==> config.mk <==
export PLATFORM = sky130hd
export DESIGN_NAME = addroundkey_col_seq
export DESIGN_NICKNAME = d
export VERILOG_FILES = /design/src/rtl/addroundkey_col_seq.sv
export SDC_FILE = /design/constraint.sdc
export NUM_CORES = 1
export LEC_CHECK = 0
export ABC_AREA = 1
export ABC_CLOCK_PERIOD_IN_PS = 2600
export CAP_MARGIN = 30
export CORE_MARGIN = 2
export CORE_UTILIZATION = 51
export DETAILED_ROUTE_END_ITERATION = 10
export PLACE_DENSITY = 0.84
export SYNTH_ARGS = -nofsm -noshare
export SYNTH_HDL_FRONTEND = slang
export SYNTH_SLANG_ARGS = --single-unit
==> constraint.sdc <==
create_clock -name clk -period 2.6 [get_ports clk]
set_input_delay 0.52 -clock clk [delete_from_list [all_inputs] [get_ports clk]]
set_output_delay 0.52 -clock clk [all_outputs]
set_load 0.1 [all_outputs]
==> src/rtl/addroundkey_col_seq.sv <==
`timescale 1ns/1ps
// Streams a 128-bit block through a 32-bit AddRoundKey XOR stage one column per cycle and reassembles it.
// Latency 4 cycles accept-to-outValid; result holds in DONE until outReady, new block accepted on the same edge.
module addroundkey_col_seq (
    input  logic         clk,
    input  logic         rst_n,
    input  logic         inValid,
    output logic         inReady,
    input  logic [127:0] inBlock,
    output logic [31:0]  colData,
    output logic [1:0]   colIdx,
    input  logic [31:0]  colResult,
    output logic         outValid,
    input  logic         outReady,
    output logic [127:0] outBlock
);

    typedef enum logic [1:0] {
        S_IDLE = 2'd0,
        S_RUN  = 2'd1,
        S_DONE = 2'd2
    } state_t;

    state_t        r_state;
    state_t        w_next;
    logic [1:0]    r_idx;
    logic [127:0]  r_stateReg;
    logic [127:0]  r_outBlock;
    logic          w_accept;
    logic [31:0]   w_col;

    assign w_accept = inValid && inReady;
    assign outBlock = r_outBlock;

    always_ff @(posedge clk or negedge rst_n) begin
        if (!rst_n) begin
            r_state <= S_IDLE;
        end else begin
            r_state <= w_next;
        end
    end

    always_comb begin
        w_next = r_state;
        unique case (r_state)
            S_IDLE: if (w_accept) w_next = S_RUN;
            S_RUN:  if (r_idx == 2'd3) w_next = S_DONE;
            S_DONE: begin
                if (outReady) w_next = inValid ? S_RUN : S_IDLE;
            end
            default: w_next = S_IDLE;
        endcase
    end

    // Column 0 is the most significant word of the block.
    always_comb begin
        w_col = 32'd0;
        unique case (r_idx)
            2'd0: w_col = r_stateReg[127:96];
            2'd1: w_col = r_stateReg[95:64];
            2'd2: w_col = r_stateReg[63:32];
            2'd3: w_col = r_stateReg[31:0];
            default: w_col = 32'd0;
        endcase
    end

    always_comb begin
        inReady  = 1'b0;
        outValid = 1'b0;
        colData  = 32'd0;
        colIdx   = 2'd0;
        unique case (r_state)
            S_IDLE: inReady = 1'b1;
            S_RUN: begin
                colData = w_col;
                colIdx  = r_idx;
            end
            S_DONE: begin
                outValid = 1'b1;
                inReady  = outReady;
            end
            default: inReady = 1'b0;
        endcase
    end

    // Unwritten result columns keep the previous block; only meaningful once outValid is set.
    always_ff @(posedge clk or negedge rst_n) begin
        if (!rst_n) begin
            r_idx      <= 2'd0;
            r_stateReg <= 128'd0;
            r_outBlock <= 128'd0;
        end else if (w_accept) begin
            r_stateReg <= inBlock;
            r_idx      <= 2'd0;
        end else if (r_state == S_RUN) begin
            unique case (r_idx)
                2'd0: r_outBlock[127:96] <= colResult;
                2'd1: r_outBlock[95:64]  <= colResult;
                2'd2: r_outBlock[63:32]  <= colResult;
                2'd3: r_outBlock[31:0]   <= colResult;
                default: r_outBlock <= r_outBlock;
            endcase
            r_idx <= r_idx + 2'd1;
        end
    end

endmodule

## After elaboration in Yosys (flattened, before gate mapping)

Index checks and enable logic that the tools add are counted.

- Add/sub/neg operators: 1
- Equal/unequal tests: 8
- Muxes and demuxes: 12
- Bitwise gates (word level): 1
- Reductions and logical operators: 9

Operator list:

| kind | count |
|---|---|
| $pmux 32 s4 | 1 |
| $mux 32 | 1 |
| $reduce_and 3->1 | 5 |
| $mux 2 | 6 |
| $eq 2x2->1 const B | 3 |
| $ne 2x2->1 const B | 3 |
| $pmux 2 s3 | 1 |
| $eq 2x1->1 const B | 2 |
| $logic_not 2->1 | 2 |
| $add 2x1->2 const B | 1 |
| $mux 1 | 2 |
| $pmux 1 s2 | 1 |
| $reduce_bool 2->1 | 1 |
| $logic_and 1x1->1 | 1 |
| $not 1->1 | 1 |

- Flip-flop bits (word level): 260
- Bits of input ports: 164
- Output and inout port bits: 164
- Logic and storage cells: 38

## Longest topological paths before layout

Gate-level depths: netlist of run 1.

- Depth after elaboration: 5
- Mapped depth: 8
- Mapped depth without buffers: 6

## Worst setup path after synthesis of run 1

No wires, ideal clock.

- Path kind: register to output
- Start: reg r_idx[1]
- End: out colData[10]
- Data arrival time: 2545 ps
- Data required time: 2080 ps
- Slack: -465 ps
- Cell stages (with the launch flop): 9
- Buffers on the path: 2
- Cells stage by stage: dfrtp_1 inv_1 ha_1 clkbuf_1 clkbuf_1 nand2_1 nand2_1 nor2_1 nor2_1

- Longest elaborated chain between the ends: 3
- Elaborated cells between the ends (all ways): 6
- Classes of those cells: 3 x eq/ne; 2 x mux; 1 x reduce/logical

Ends and longest elaborated chain:

| item | line | RTL |
|---|---|---|
| start: declaration | 26 | `logic [1:0] r_idx;` |
| start signal: assignment | 103 | `r_idx <= r_idx + 2'd1;` |
| $eq 2x2->1, or another cell as far along | 58 | `unique case (r_idx)` |
| $pmux 32 s4 (*) | 58 |  |
| $mux 32 (*) | 72 | `unique case (r_state)` |
| end: declaration | 10 | `output logic [31:0] colData,` |

Every way passes the cells marked *; elsewhere a longest branch is shown, timed or not.

## Worst setup path after layout of run 1

- Start: reg r_idx[0]
- End: out colData[24]

Same word-level chain as after synthesis.

==> flow_metrics.tcl, run 1 <==
set metrics [dict create \
    status "finished, final reports clean" \
    worst_pin_slew_ns 0.6311 \
    yosys_warnings 0 \
    synthDistinctLibCells 15 \
    area_growth_pct 44.40 \
    fp.dieArea_mm2 0.02319 \
    synthTopCellsByArea "dfrtp_1 (58%), nand2_1 (27%), nand3_1 (5.8%)" \
    worst-path-buf-inv 3 \
    route.detailed.drc 0 \
    slew_viol_final 0 \
    drv_cap 0 \
    core-area_mm2 0.02169 \
    layout-drive-gt1-share_pct 18.03 \
    critPathMaxFanout 8 \
    via_count 10990 \
    cts_tree "done" \
    cpMaxStageDelayCell "dfrtp_2" \
    fmax_mhz 386.3 \
    wl_per_cell_um 18.40 \
    antenna_left 0 \
    hp-class "flop to flop" \
    port_buffers 327 \
    path_clk_slew_ns 0.06 \
    synthCells 1415 \
    cp_data_arrival_time_ns 2.07 \
    io_pins 328 \
    wirelength_mm 37.44 \
    die_w_um 152.3 \
    path_depth 8 \
    grt-ovfl-total 0 \
    viasPerCell 5.398 \
    cts_buffers 27 \
    period_share_pct 99.56 \
    h-tree-depth 1 \
    dr.pass1.iters 7 \
    cp-start-kind "flop" \
    setup_violations 0 \
    multi_input_area_mm2 0.004447 \
    hold_start "r_stateReg[42]$_DFFE_PN0P_" \
    cpMostUsedCell "nand2_1" \
    path_cells "buf_4, ha_4, buf_8, nand2_1, nand2_1, nor2_1, nor2_2, buf_12" \
    yosysTopAreaCell "dfrtp_1" \
    clock_skew_ns 0.01565 \
    rsz0062_at_grt "yes" \
    die_h_um 152.3 \
    path_delay_family "buffers and inverters" \
    r2r-end "outBlock[82]$_DFFE_PN0P_" \
    regArea_mm2 0.006509 \
    ys_seq_area_share_pct 58.02 \
    critPathMaxStageDelay_ns 0.43 \
    antenna_found_initial 4 \
    setup_slack_ns 0.01142 \
    critPathKind "flop to output port" \
    r2r_cells 9 \
    layout_commonest_cell "nand2_1" \
    start_util_pct 51.71 \
    cp.required_ns 2.08 \
    dp_hpwl_mm 24.56 \
    pre_cts_ws_ns 0.3080 \
    cts_sinks 260 \
    crit_path_start "r_idx[0]$_DFFE_PN0P_" \
    end_kind "output port" \
    grt_pass1_wl_mm 58.61 \
    grt_pass1_vias 10830 \
    slew_headroom_pct 57.93 \
    drt_iter0_markers 955 \
    clock_latency_ns 0.53 \
    synth_seq_cells 260 \
    yosysTopAreaCellShare_pct 58.02 \
    finalHoldViolations 0 \
    grt_max_degree 129 \
    globalRouteTotalUtil_pct 31.40 \
    mappedNetlistNets 1584 \
    postPlaceCellArea_mm2 0.01495 \
    synth.avg_cell_area_um2 7.925 \
    r2r_start "r_idx[0]$_DFFE_PN0P_" \
    endpoint "colData[24]" \
    clockBufferDepth 3 \
    design_area_mm2 0.01619 \
    period_minus_slack_ns 2.589 \
    gp_congestion 0.9231 \
    rows 54 \
    syn-cell-area_mm2 0.01121 \
    rrSetupSlack_ns 0.66 \
    ctsRootBufferMaster "clkbuf_16" \
    final_cell_mix "nand2_1 (805), dfrtp_1 (258), clkdlybuf4s50_1 (162), buf_4 (154), nand3_1 (129)" \
    final_nets 1906 \
    fillCellCount 1546 \
]
==> what timing repair did <==
item | 4_1_cts | 5_1_grt
gates resized for setup | 28 | 39
setup endpoints to repair | 32 | 32
buffers inserted | 4 | 6
hold buffers | 1 | 0
gates cloned | 3 | 3
endpoints found under the hold margin | 61 | 0
pin swaps | 13 | 7
==> through the flow <==
| step | utilization, % | setup TNS [ns] | std cells | hold slack, ns |
|---|---|---|---|---|
| final | 74.67 | 0 | 2035 | 0.4705 |
| after floorplan | - | 0 | 1415 | 0.2244 |
| after global routing | 74.67 | -0.2577 | 2035 | 0.4831 |
| after detailed placement | 68.93 | 0 | 1971 | 0.4531 |
| after CTS | 73.66 | -0.01338 | 2024 | 0.4689 |
| after global placement | 68.93 | 0 | 1971 | 0.4490 |
==> synthesized netlist by cell type <==
library cell,instances
o21ai_0,33
clkbuf_1,31
buf_2,38
inv_2,1
nor2_2,1
dfrtp_1,260
nand2_1,812
a21oi_1,1
ha_1,5
nor2_4,4
nand3_1,129
inv_1,11
buf_4,12
nor2_1,71
buf_1,6
==> worst min-delay path, stage by stage, from the launching register on <==
cell,delay [ns]
dfrtp_1,0.34
nand2_1,0.05
nand2_1,0.05
==> worst min-delay path by stage <==
stage,end,cells after the start
5_1_grt,r_stateReg[100]$_DFFE_PN0P_,2
2_1_floorplan,outBlock[0]$_DFFE_PN0P_,0
6_report,r_stateReg[42]$_DFFE_PN0P_,2
3_3_place_gp,r_stateReg[107]$_DFFE_PN0P_,2
3_5_place_dp,r_stateReg[127]$_DFFE_PN0P_,2
4_1_cts,r_stateReg[127]$_DFFE_PN0P_,2
==> cells by family (layout without fill, tap and decap cells) <==
| family | after synthesis | after routing | synth area share, % |
|---|---|---|---|
| other | 0 | 2 | 0 |
| and+or+nand+nor | 1017 | 1017 | 35.77 |
| DFF | 260 | 260 | 58.02 |
| adders and majority gates | 5 | 5 | 0.5578 |
| AOI/OAI and AO/OA | 34 | 34 | 1.517 |
| buffers and inverters | 99 | 437 | 4.139 |
==> sequential cells by signal (all words and copies together), names as in the netlist <==
signal,flops
outBlock,128
r_idx,2
r_stateReg,128
r_state,2
==> routing by layer <==
metal	vias to the layer above	GRT usage [%]	wire [um]
met5	-	0	13
met4	2	11.84	1392
met3	91	5.916	3337
met2	606	52.64	18460
met1	5269	40.94	14230
li1	5017	-	-
==> final cells by class <==
class | count | area share (%)
Tap cell | 280 | 2.163
Multi-Input combinational cell | 1056 | 27.46
Inverter | 12 | 0.3709
Timing Repair Buffer | 379 | 24.56
Antenna cell | 2 | 0.03090
Clock buffer | 40 | 4.844
Sequential cell | 260 | 40.19
Clock inverter | 5 | 0.3322
Timing Repair inverter | 1 | 0.04636
Power of run 1 is not shown: default switching activity piles up to over one toggle a cycle in this logic, so the estimate is an artifact.
==> run 2: changes to the inputs <==
--- a/config.mk
+++ b/config.mk
@@ -6,12 +6,13 @@
 export NUM_CORES = 1
 export LEC_CHECK = 0
 export ABC_AREA = 1
-export ABC_CLOCK_PERIOD_IN_PS = 2600
+export ABC_CLOCK_PERIOD_IN_PS = 2890
 export CAP_MARGIN = 30
 export CORE_MARGIN = 2
-export CORE_UTILIZATION = 51
+export CORE_UTILIZATION = 49
+export CTS_BUF_LIST = sky130_fd_sc_hd__clkbuf_4
 export DETAILED_ROUTE_END_ITERATION = 10
-export PLACE_DENSITY = 0.84
+export PLACE_DENSITY = 0.81
 export SYNTH_ARGS = -nofsm -noshare
 export SYNTH_HDL_FRONTEND = slang
 export SYNTH_SLANG_ARGS = --single-unit
==> constraint.sdc (replaced) <==
create_clock -name clk -period 2.89 [get_ports clk]
set_input_delay 0.578 -clock clk [delete_from_list [all_inputs] [get_ports clk]]
set_output_delay 0.578 -clock clk [all_outputs]
set_load 0.1 [all_outputs]
==> flow_metrics.tcl, run 2 (synthesis gave the netlist of run 1 again) <==
set metrics [dict create \
    fmax_mhz 355.4 \
    cts_buffers 70 \
    r2r_cells 7 \
    clock_skew_ns 0.05186 \
    grt_pass1_vias 11000 \
    layout-drive-gt1-share_pct 19.94 \
    slew_viol_final 0 \
    gp_congestion 0.8926 \
    start_util_pct 49.68 \
    rsz0062_at_grt "yes" \
    fp.dieArea_mm2 0.02411 \
    dp_hpwl_mm 24.28 \
    wl_per_cell_um 17.54 \
    cts_sinks 260 \
    path_cells "inv_2, ha_2, clkinv_4, buf_12, o21ai_0, nor2_2, buf_12" \
    rrSetupSlack_ns 0.93 \
    port_buffers 327 \
    final_util_pct 70.85 \
    status "finished, final reports clean" \
    clockBufferDepth 3 \
    crit_path_start "r_idx[1]$_DFFE_PN0P_" \
    r2r_start "r_state[0]$_DFFE_PN0P_" \
    route.detailed.drc 0 \
    viasPerCell 5.206 \
    end_kind "output port" \
    core-area_mm2 0.02257 \
    grt_pass1_wl_mm 57.85 \
    finalHoldViolations 0 \
    wirelength_mm 36.73 \
    period_minus_slack_ns 2.814 \
    cp_data_arrival_time_ns 2.24 \
    drv_cap 0 \
    cts_tree "done" \
    antenna_left 0 \
    worst-path-buf-inv 4 \
    dr.pass1.iters 6 \
    setup_tns_ns 0 \
    layout_commonest_cell "nand2_1" \
    path_delay_family "buffers and inverters" \
    r2r-end "outBlock[46]$_DFFE_PN0P_" \
    grt_max_degree 129 \
    critPathMaxStageDelay_ns 0.42 \
    antenna_found_initial 4 \
    critPathKind "flop to output port" \
    hp-class "flop to flop" \
    die_w_um 155.3 \
    worst_pin_slew_ns 0.6572 \
    globalRouteTotalUtil_pct 30.58 \
    clock_latency_ns 0.66 \
    die_h_um 155.3 \
    grt-ovfl-total 0 \
    final_nets 1929 \
    cp-start-kind "flop" \
    cpMostUsedCell "buf_12" \
    io_pins 328 \
    slew_headroom_pct 56.08 \
    ctsRootBufferMaster "clkbuf_4" \
    drt_iter0_markers 704 \
    rows 55 \
    hold_path_depth 2 \
    h-tree-depth 3 \
    setup_violations 0 \
    cp.required_ns 2.31 \
    via_count 10900 \
    period_share_pct 97.36 \
    cpMaxStageDelayCell "dfrtp_1" \
    area_growth_pct 42.60 \
    final_cell_mix "nand2_1 (810), dfrtp_1 (260), clkdlybuf4s50_1 (162), buf_4 (145), nand3_1 (129)" \
    critPathMaxFanout 16 \
    hold_start "r_stateReg[111]$_DFFE_PN0P_" \
    path_clk_slew_ns 0.06 \
    min_to "r_stateReg[111]$_DFFE_PN0P_" \
]
## run 2: cell count changes in the layout (fill, tap and decap cells not counted), sizes merged
cell | previous run | this run
clkbuf | 42 | 106
bufinv | 1 | 3
inv | 12 | 14
buf | 214 | 196
clkinv | 4 | 6
diode | 2 | 4
## run 2: layer usage
metal / vias up / track usage, % / part of all wire (%)
met2: 563 / 49.08 / 47
li1: 5099 / - / -
met5: - / 0 / 0
met1: 5127 / 37.57 / 38
met3: 113 / 8.914 / 10
met4: 0 / 16.38 / 4.8
## run 2: how the worst max path moves through the flow
| stage | cells after the start | slack (ns) | end |
|---|---|---|---|
| 6_report | 7 | 0.08 | colData[12] |
| 5_1_grt | 8 | -0.02 | colData[8] |
| 4_1_cts | 7 | 0.0008 | colData[28] |
| 3_5_place_dp | 4 | 0.52 | inReady |
| 3_3_place_gp | 4 | 0.53 | inReady |
| 2_1_floorplan | 2 | 0.23 | inReady |
## run 2: what timing repair did
action | 4_1_cts | 5_1_grt
pin swaps | 10 | 2
resized for setup | 8 | 12
hold buffers | 1 | 0
gates cloned | 2 | 1
buffers inserted | 1 | 1
endpoints found under the setup margin | 32 | 26
endpoints found under the hold margin | 75 | 0
## run 2: stage by stage
step | area [um2] | hold slack [ns] | cells | setup WS [ns]
after floorplan | 11290 | 0.2824 | 1415 | 0.2321
after global placement | 14920 | 0.4505 | 1967 | 0.5345
after detailed placement | 14920 | 0.4563 | 1967 | 0.5186
after CTS | 15930 | 0.4228 | 2088 | 0.0008435
after global routing | 15990 | 0.4451 | 2093 | -0.02111
final | 15990 | 0.4682 | 2094 | 0.07626
## run 2: area by class of cell
| class | instances | area [um2] |
|---|---|---|
| flip-flops and latches | 260 | 6506 |
| multi-input cells | 1056 | 4377 |
| repair buffers | 360 | 3776 |
| diodes | 4 | 10.01 |
| clock inverters | 12 | 127.6 |
| fillers | 1744 | 6580 |
| inverters | 12 | 50.05 |
| clock buffers | 105 | 788.3 |
| well taps | 285 | 356.6 |
## run 2: worst reg2reg max path, cell delays in order, from the launching register on
cell,delay [ns]
dfrtp_1,0.47
inv_1,0.08
nor2_2,0.14
buf_12,0.23
nand2_1,0.44
buf_12,0.33
nand2_1,0.09
nand2_1,0.07
Power of run 2 is left out for the same reason.
